## config.mk

```make
export PLATFORM = sky130hd
export DESIGN_NAME = hazard_fwd_unit
export DESIGN_NICKNAME = d
export VERILOG_FILES = /design/src/rtl/hazard_fwd_unit.sv
export SDC_FILE = /design/constraint.sdc
export NUM_CORES = 1
export LEC_CHECK = 0
export ABC_AREA = 1
export CAP_MARGIN = 25
export CORE_ASPECT_RATIO = 0.9
export CORE_MARGIN = 1.5
export CORE_UTILIZATION = 45
export DETAILED_ROUTE_END_ITERATION = 8
export PLACE_DENSITY_LB_ADDON = 0.1
export SKIP_CTS_REPAIR_TIMING = 1
export SLEW_MARGIN = 0
export SYNTH_ARGS = -nofsm -noshare
export SYNTH_HDL_FRONTEND = slang
export SYNTH_SLANG_ARGS = --single-unit
```

## constraint.sdc

```tcl
create_clock -name clk -period 1.8 [get_ports clk]
set_input_delay 0.36 -clock clk [delete_from_list [all_inputs] [get_ports clk]]
set_output_delay 0.36 -clock clk [all_outputs]
set_load 0.02 [all_outputs]
```

## src/rtl/hazard_fwd_unit.sv

```systemverilog
// Hazard controller for the 5-stage pipeline: operand forwarding selects,
// load-use stall, multi-cycle branch flush and saturating stall/flush counters.
module hazard_fwd_unit #(
  parameter int unsigned REG_AW    = 5,
  parameter int unsigned NSTAGE    = 2,
  parameter int unsigned SEL_W     = $clog2(NSTAGE + 1),
  parameter int unsigned LOAD_LAT  = 1,
  parameter int unsigned FLUSH_LEN = 1,
  parameter int unsigned CNT_W     = 16
) (
  input  logic                     clk,
  input  logic                     reset,
  input  logic                     id_valid,
  input  logic [REG_AW-1:0]        id_rs,
  input  logic [REG_AW-1:0]        id_rt,
  input  logic [REG_AW-1:0]        ex_rs,
  input  logic [REG_AW-1:0]        ex_rt,
  input  logic [REG_AW-1:0]        ex_dst,
  input  logic                     ex_regwr,
  input  logic                     ex_memrd,
  input  logic [NSTAGE*REG_AW-1:0] fwd_dst,
  input  logic [NSTAGE-1:0]        fwd_regwr,
  input  logic                     branch_taken,
  input  logic                     clr_stats,
  output logic [SEL_W-1:0]         fwd_a,
  output logic [SEL_W-1:0]         fwd_b,
  output logic                     stall,
  output logic                     bubble_ex,
  output logic                     flush,
  output logic [CNT_W-1:0]         stall_count,
  output logic [CNT_W-1:0]         flush_count
);

  localparam int unsigned MAX_LEN = (LOAD_LAT > FLUSH_LEN) ? LOAD_LAT : FLUSH_LEN;
  localparam int unsigned CW      = $clog2(MAX_LEN) + 1;

  typedef enum logic [1:0] {IDLE, STALL, FLUSH} state_t;

  state_t        state;
  logic [CW-1:0] cnt;
  logic          hz;

  // Load-use hazard: ID reads the register a load in EX is about to produce
  assign hz = id_valid & ex_memrd & ex_regwr & (ex_dst != '0) &
              ((ex_dst == id_rs) | (ex_dst == id_rt));

  // Forwarding selects; scan farthest to nearest so the nearest match wins
  always_comb begin
    fwd_a = '0;
    fwd_b = '0;
    if (reset) begin
      for (int k = int'(NSTAGE) - 1; k >= 0; k--) begin
        if (fwd_regwr[k] && (ex_rs != '0) && (fwd_dst[k*REG_AW +: REG_AW] == ex_rs))
          fwd_a = SEL_W'(k + 1);
        if (fwd_regwr[k] && (ex_rt != '0) && (fwd_dst[k*REG_AW +: REG_AW] == ex_rt))
          fwd_b = SEL_W'(k + 1);
      end
    end
  end

  // Pipeline control outputs; a taken branch overrides any stall
  always_comb begin
    stall     = 1'b0;
    bubble_ex = 1'b0;
    flush     = 1'b0;
    if (reset) begin
      case (state)
        IDLE: begin
          if (branch_taken) begin
            flush = 1'b1;
          end else if (hz) begin
            stall     = 1'b1;
            bubble_ex = 1'b1;
          end
        end
        STALL: begin
          if (branch_taken) begin
            flush = 1'b1;
          end else begin
            stall     = 1'b1;
            bubble_ex = 1'b1;
          end
        end
        FLUSH:   flush = 1'b1;
        default: ;
      endcase
    end
  end

  // State and remaining-cycle counter for multi-cycle stall/flush
  always_ff @(posedge clk) begin
    if (!reset) begin
      state <= IDLE;
      cnt   <= '0;
    end else begin
      case (state)
        IDLE: begin
          if (branch_taken) begin
            if (FLUSH_LEN > 1) begin
              state <= FLUSH;
              cnt   <= CW'(FLUSH_LEN - 1);
            end
          end else if (hz && (LOAD_LAT > 1)) begin
            state <= STALL;
            cnt   <= CW'(LOAD_LAT - 1);
          end
        end
        STALL: begin
          if (branch_taken) begin
            if (FLUSH_LEN > 1) begin
              state <= FLUSH;
              cnt   <= CW'(FLUSH_LEN - 1);
            end else begin
              state <= IDLE;
            end
          end else begin
            cnt <= cnt - CW'(1);
            if (cnt == CW'(1)) state <= IDLE;
          end
        end
        FLUSH: begin
          if (branch_taken) begin
            if (FLUSH_LEN > 1) cnt   <= CW'(FLUSH_LEN - 1);
            else               state <= IDLE;
          end else begin
            cnt <= cnt - CW'(1);
            if (cnt == CW'(1)) state <= IDLE;
          end
        end
        default: state <= IDLE;
      endcase
    end
  end

  // Saturating statistics; clear wins over increment
  always_ff @(posedge clk) begin
    if (!reset || clr_stats) begin
      stall_count <= '0;
      flush_count <= '0;
    end else begin
      if (stall && (stall_count != '1)) stall_count <= stall_count + CNT_W'(1);
      if (flush && (flush_count != '1)) flush_count <= flush_count + CNT_W'(1);
    end
  end

endmodule

```

# [Word-level counts from Yosys, hierarchy flattened]
# Index checks and enable logic that the tools add are counted.
[word_totals] inputBits=44 register_bits=35
[op_classes] n_bitwise=7 add_sub_neg=3 muxes=17 n_eq_ne=11 reduce_logical=20
[op_table] op="16-bit by 1-bit adder with 16-bit output, second input constant" n=2
[op_table] op="16-bit inequality test, second input constant" n=2
[op_table] op="5-bit equality test" n=6
[op_table] op="2-bit two-way mux" n=8
[op_table] op="5-bit nonzero test" n=3
[op_table] op="1-bit logical AND" n=10
[op_table] op="1-bit two-way mux" n=6
[op_table] op="1-bit AND" n=4
[op_table] op="1-bit one-hot mux with 2 select lines" n=2
[op_table] op="2-bit one-hot mux with 2 select lines" n=1
[op_table] op="2-bit AND reduction" n=2
[op_table] op="2-bit OR reduction" n=2
[op_table] op="3-bit by 1-bit inequality test with 1-bit output, second input constant" n=1
[op_table] op="2-bit by 1-bit equality test with 1-bit output, second input constant" n=1
[op_table] op="2-bit equality test, second input constant" n=1
[op_table] op="2-bit logical NOT" n=1
[op_table] op="1-bit inverter" n=2
[op_table] op="1-bit logical NOT" n=1
[op_table] op="1-bit logical OR" n=1
[op_table] op="1-bit bitwise OR" n=1
[op_table] op="1-bit subtractor, second input constant" n=1

# [Depth between registers and ports, before layout]
[logic_depth] depth_word=9 mapped_depth=11 mapped_depth_nobuf=11

# [Worst setup path before layout]
# No wires, ideal clock.
[synth_timing] kind="input to output" startpoint="input port fwd_dst[0]" endpoint="output port fwd_a[0]" required_time_ns=1.440 setup_slack_ns=0.069 path_stages=4 arrival_time_ns=1.371 cell_sequence="xor2_1 > a21oi_1 > inv_1 > nor4_1"
[synth_between] elab_chain_cells=4
[synth_rtl] element="from (decl)" line_no="21" text="input logic [NSTAGE*REG_AW-1:0] fwd_dst,"
[synth_rtl] element="5-bit equality test" line_no="53" text="if (fwd_regwr[k] && (ex_rs != '0) && (fwd_dst[k*REG_AW +: REG_AW] == ex_rs))"
[synth_rtl] element="1-bit logical AND" line_no="53"
[synth_rtl] element="2-bit two-way mux" line_no="53"
[synth_rtl] element="2-bit two-way mux" line_no="51" text="if (reset) begin"
[synth_rtl] element="to (decl)" line_no="25" text="output logic [SEL_W-1:0] fwd_a,"
# Every way passes these cells.

# [Worst setup path in the final report]
[layout_timing] startpoint="input port ex_rt[4]" endpoint="output port fwd_b[0]"
[layout_between] elab_chain_cells=5 elab_cells_between_ends=6 cone_classes="eq/ne: 1; mux: 2; reduce/logical: 3"
[layout_rtl] element="from (decl)" line_no="17" text="input logic [REG_AW-1:0] ex_rt,"
[layout_rtl] element="5-bit nonzero test" line_no="55" text="if (fwd_regwr[k] && (ex_rt != '0) && (fwd_dst[k*REG_AW +: REG_AW] == ex_rt))"
[layout_rtl] element="1-bit logical AND" line_no="55"
[layout_rtl] element="1-bit logical AND (*)" line_no="55"
[layout_rtl] element="2-bit two-way mux (*)" line_no="55"
[layout_rtl] element="2-bit two-way mux (*)" line_no="51"
[layout_rtl] element="to (decl)" line_no="26" text="output logic [SEL_W-1:0] fwd_b,"
# Every way passes the cells marked *; elsewhere a longest branch is shown, timed or not.

==> flow_metrics.env <==
export IMPL_postSynthRegisterBits=32
export IMPL_grt_first_pass_wirelength_um=11400
export IMPL_timing_critical_path_to_type="primary output"
export IMPL_path_class="in -> out"
export IMPL_synth_top_cell_area_share=0.246
export IMPL_violations="setup timing"
export IMPL_die_area_sq_um=6250
export IMPL_start_kind="input pin"
export IMPL_period_needed_ns=1.87
export IMPL_insertedDiodeCount=0
export IMPL_vdd_ir_drop_worst_mv=0.380
export IMPL_synth_seq_area_share=0.246
export IMPL_clockRootBuffer="clkbuf_8"
export IMPL_arrival_ns=1.51
export IMPL_synth_most_common_cell="nand2_1"
export IMPL_tritoncts_num_buffers=5
export IMPL_multi_input_area_sq_um=1660
export IMPL_top_layer_used="met4"
export IMPL_congestion_overflow_gr=0
export IMPL_globalplace_congestion=0.946
export IMPL_cts_tree="built"
export IMPL_place_ws_ns=-0.774
export IMPL_wire_per_inst_um=11.3
export IMPL_final_min_period_over_clock_period=1.04
export IMPL_route_detailed_vias_per_inst=4.86
export IMPL_total_leakage_power_nw=2.06
export IMPL_hp_class="reg -> reg"
export IMPL_timing_hold_worst_path_depth=2
export IMPL_crit_slowest_cell="nor4_2"
export IMPL_cells_traversed_along_the_worst_timing_path="dlymetal6s2s_1, inv_1, nand4_1, nand4_1, nor4_2, and2_1, buf_6"
export IMPL_outcome="complete, but fails checks"
export IMPL_remaining_drc_errors=0
export IMPL_clock_fmax_ghz=0.536
export IMPL_report_power_total_w=0.00163
export IMPL_cp_slowest_stage_delay_ns=0.37
export IMPL_synth_cell_types=35
export IMPL_hpwl_um=5340
export IMPL_most_frequently_used_flop_master_after_synthesis="dfxtp_1"
export IMPL_detailroute_wirelength_met2_um=3720
export IMPL_synth_area_sq_um=2600
export IMPL_io_buffer_count=82
export IMPL_synthArstFlopShare=0
export IMPL_fin_ws_ns=-0.0662
export IMPL_synth_area_top_cells="dfxtp_1 25%, nand2_1 19%, inv_1 12%"
export IMPL_critical_path_most_common_cell="nand4_1"
export IMPL_worst_skew_pair_late_latency_ns=0.28
export IMPL_tightest_slew_ns=0.346
export IMPL_initial_utilization=0.463
export IMPL_clk_transition_reported_paths_ns=0.07
export IMPL_yosys_area_top_type="dfxtp_1"
export IMPL_hold_viol=0
export IMPL_power_density_nw_per_um2=412
export IMPL_fp_coreArea_sq_um=5630
export IMPL_buffers_from_clock_root_to_sink_at_most=2
export IMPL_postSynthCellCount=444
export IMPL_max_cap_viol_count=0
export IMPL_finalNetCount=604
export IMPL_num_rows=26
export IMPL_yosysWarnings=0
export IMPL_syn_to_final_growth_pct=52.3
export IMPL_chip_width_um=83.2
export IMPL_route_layer_met1_wl_um=3040
export IMPL_ant_nets=0
export IMPL_worstSetupPathDepth=7
export IMPL_first_global_vias=2878
export IMPL_final_max_slew_violation_count=0
export IMPL_routed_via_count=3059
export IMPL_fillCellCount=507
export IMPL_detail_route_iter0_violations=120
export IMPL_setup_viol_count_final=2
export IMPL_syn_num_nets=490
export IMPL_clock_skew_final_ns=0.00239
export IMPL_postSynthAreaPerCell_sq_um=5.87
export IMPL_fin_setup_tns_ns=-0.0722
export IMPL_worst_endpoint_required_ns=1.44
export IMPL_timing_reg2reg_worst_path_depth=9
export IMPL_clock_sinks=32
export IMPL_grtUsageTotal=0.219
export IMPL_synthTopCellsByCount="132 x nand2_1, 80 x inv_1, 61 x nor2_1, 32 x dfxtp_1, 27 x nand4_1"
export IMPL_routed_wl_um=7120
export IMPL_timing_critical_path_fanout_max=3
export IMPL_htree_num_levels=2
export IMPL_antenna_found_initial=0
export IMPL_worstPathBufferInverterCount=3
export IMPL_synth_edff_count=0
export IMPL_first_pass_detailed_route_iteration_total=5
export IMPL_die_h_um=75.2
export IMPL_route_met3_wl_um=286
export IMPL_pin_count_of_the_biggest_net_entering_global_routing=28
export IMPL_top_level_ports=83
export IMPL_ff_latch_area_sq_um=641
export IMPL_critical_path_top_delay_family="simple AND/OR/NAND/NOR gates"
export IMPL_slew_headroom=0.768
export IMPL_layout_drive_gt1_share=0.166
==> per-stage QoR <==
stage / utilization / cell area, sq um / hold slack [ns] / std cells
floorplan: - / 2610 / 0.561 / 444
global placement: 0.661 / 3720 / 0.484 / 618
detailed placement: 0.661 / 3720 / 0.505 / 618
CTS: 0.677 / 3810 / 0.517 / 626
global route: 0.705 / 3970 / 0.543 / 629
finish: 0.705 / 3970 / 0.516 / 629
==> report_power, final <==
group / total, W / switching (W) / internal [W]
clock: 0.000585 / 0.000280 / 0.000305
sequential: 0.000710 / 0.00000130 / 0.000709
combinational: 0.000339 / 0.000162 / 0.000177
==> layout by cell type (no fill, tap or decap), types with 3 or more instances in the layout <==
cell type        instances
xor2_1                   6
buf_4                   34
nand2_1                130
inv_2                    7
nand4_1                 27
buf_12                   3
clkdlybuf4s50_1         35
nor2_2                   6
nor4_2                   3
nor2_1                  57
dlymetal6s2s_1          35
xnor2_1                 11
nand3_1                 24
inv_1                   78
nor3_1                   5
clkbuf_8                 6
a21oi_1                 13
clkbuf_2                 7
dfxtp_1                 32
nand3_2                  4
==> registers in the layout, indices dropped and copies added, names as in the netlist <==
signal,cells
stall_count,16
flush_count,16
==> per-layer routing <==
layer  up-vias  GRT usage
met4         0     0.0704
li1       1616          -
met1      1365      0.248
met5         -          0
met2        68      0.425
met3        10     0.0406
==> worst register-to-register path, cell delays in order (launching register included) <==
cell	delay, ns
dfxtp_1	0.38
ha_2	0.24
nand3_2	0.13
nor2_4	0.20
nand3_4	0.11
nand2_4	0.09
inv_4	0.06
buf_4	0.14
o21ai_0	0.15
a21oi_1	0.05
==> cell type report <==
| type | count | area share |
|---|---|---|
| timing repair buffer | 116 | 0.293 |
| multi-input combinational | 316 | 0.417 |
| sequential | 32 | 0.162 |
| clock buffer | 6 | 0.0208 |
| clock inverter | 2 | 0.00252 |
| inverter | 87 | 0.0830 |
| tap | 70 | 0.0221 |
==> cell families after synthesis <==
logic type / count (synthesis) / synth area share
buffers and inverters: 96 / 0.151
xor gates and xnor gates: 19 / 0.0639
and+or+nand+nor: 270 / 0.474
adders and majority gates: 2 / 0.00960
DFF: 32 / 0.246
AOI/OAI and AO/OA: 25 / 0.0552
==> final timing paths <==
check             startpoint         endpoint  slack [ns]
max                 ex_rt[4]         fwd_b[0]       -0.07
min          flush_count[14]  flush_count[14]        0.52
max reg2reg   flush_count[1]   flush_count[0]        0.14
min reg2reg  flush_count[14]  flush_count[14]        0.52
No activity file was read; power rests on OpenSTA's default activity.
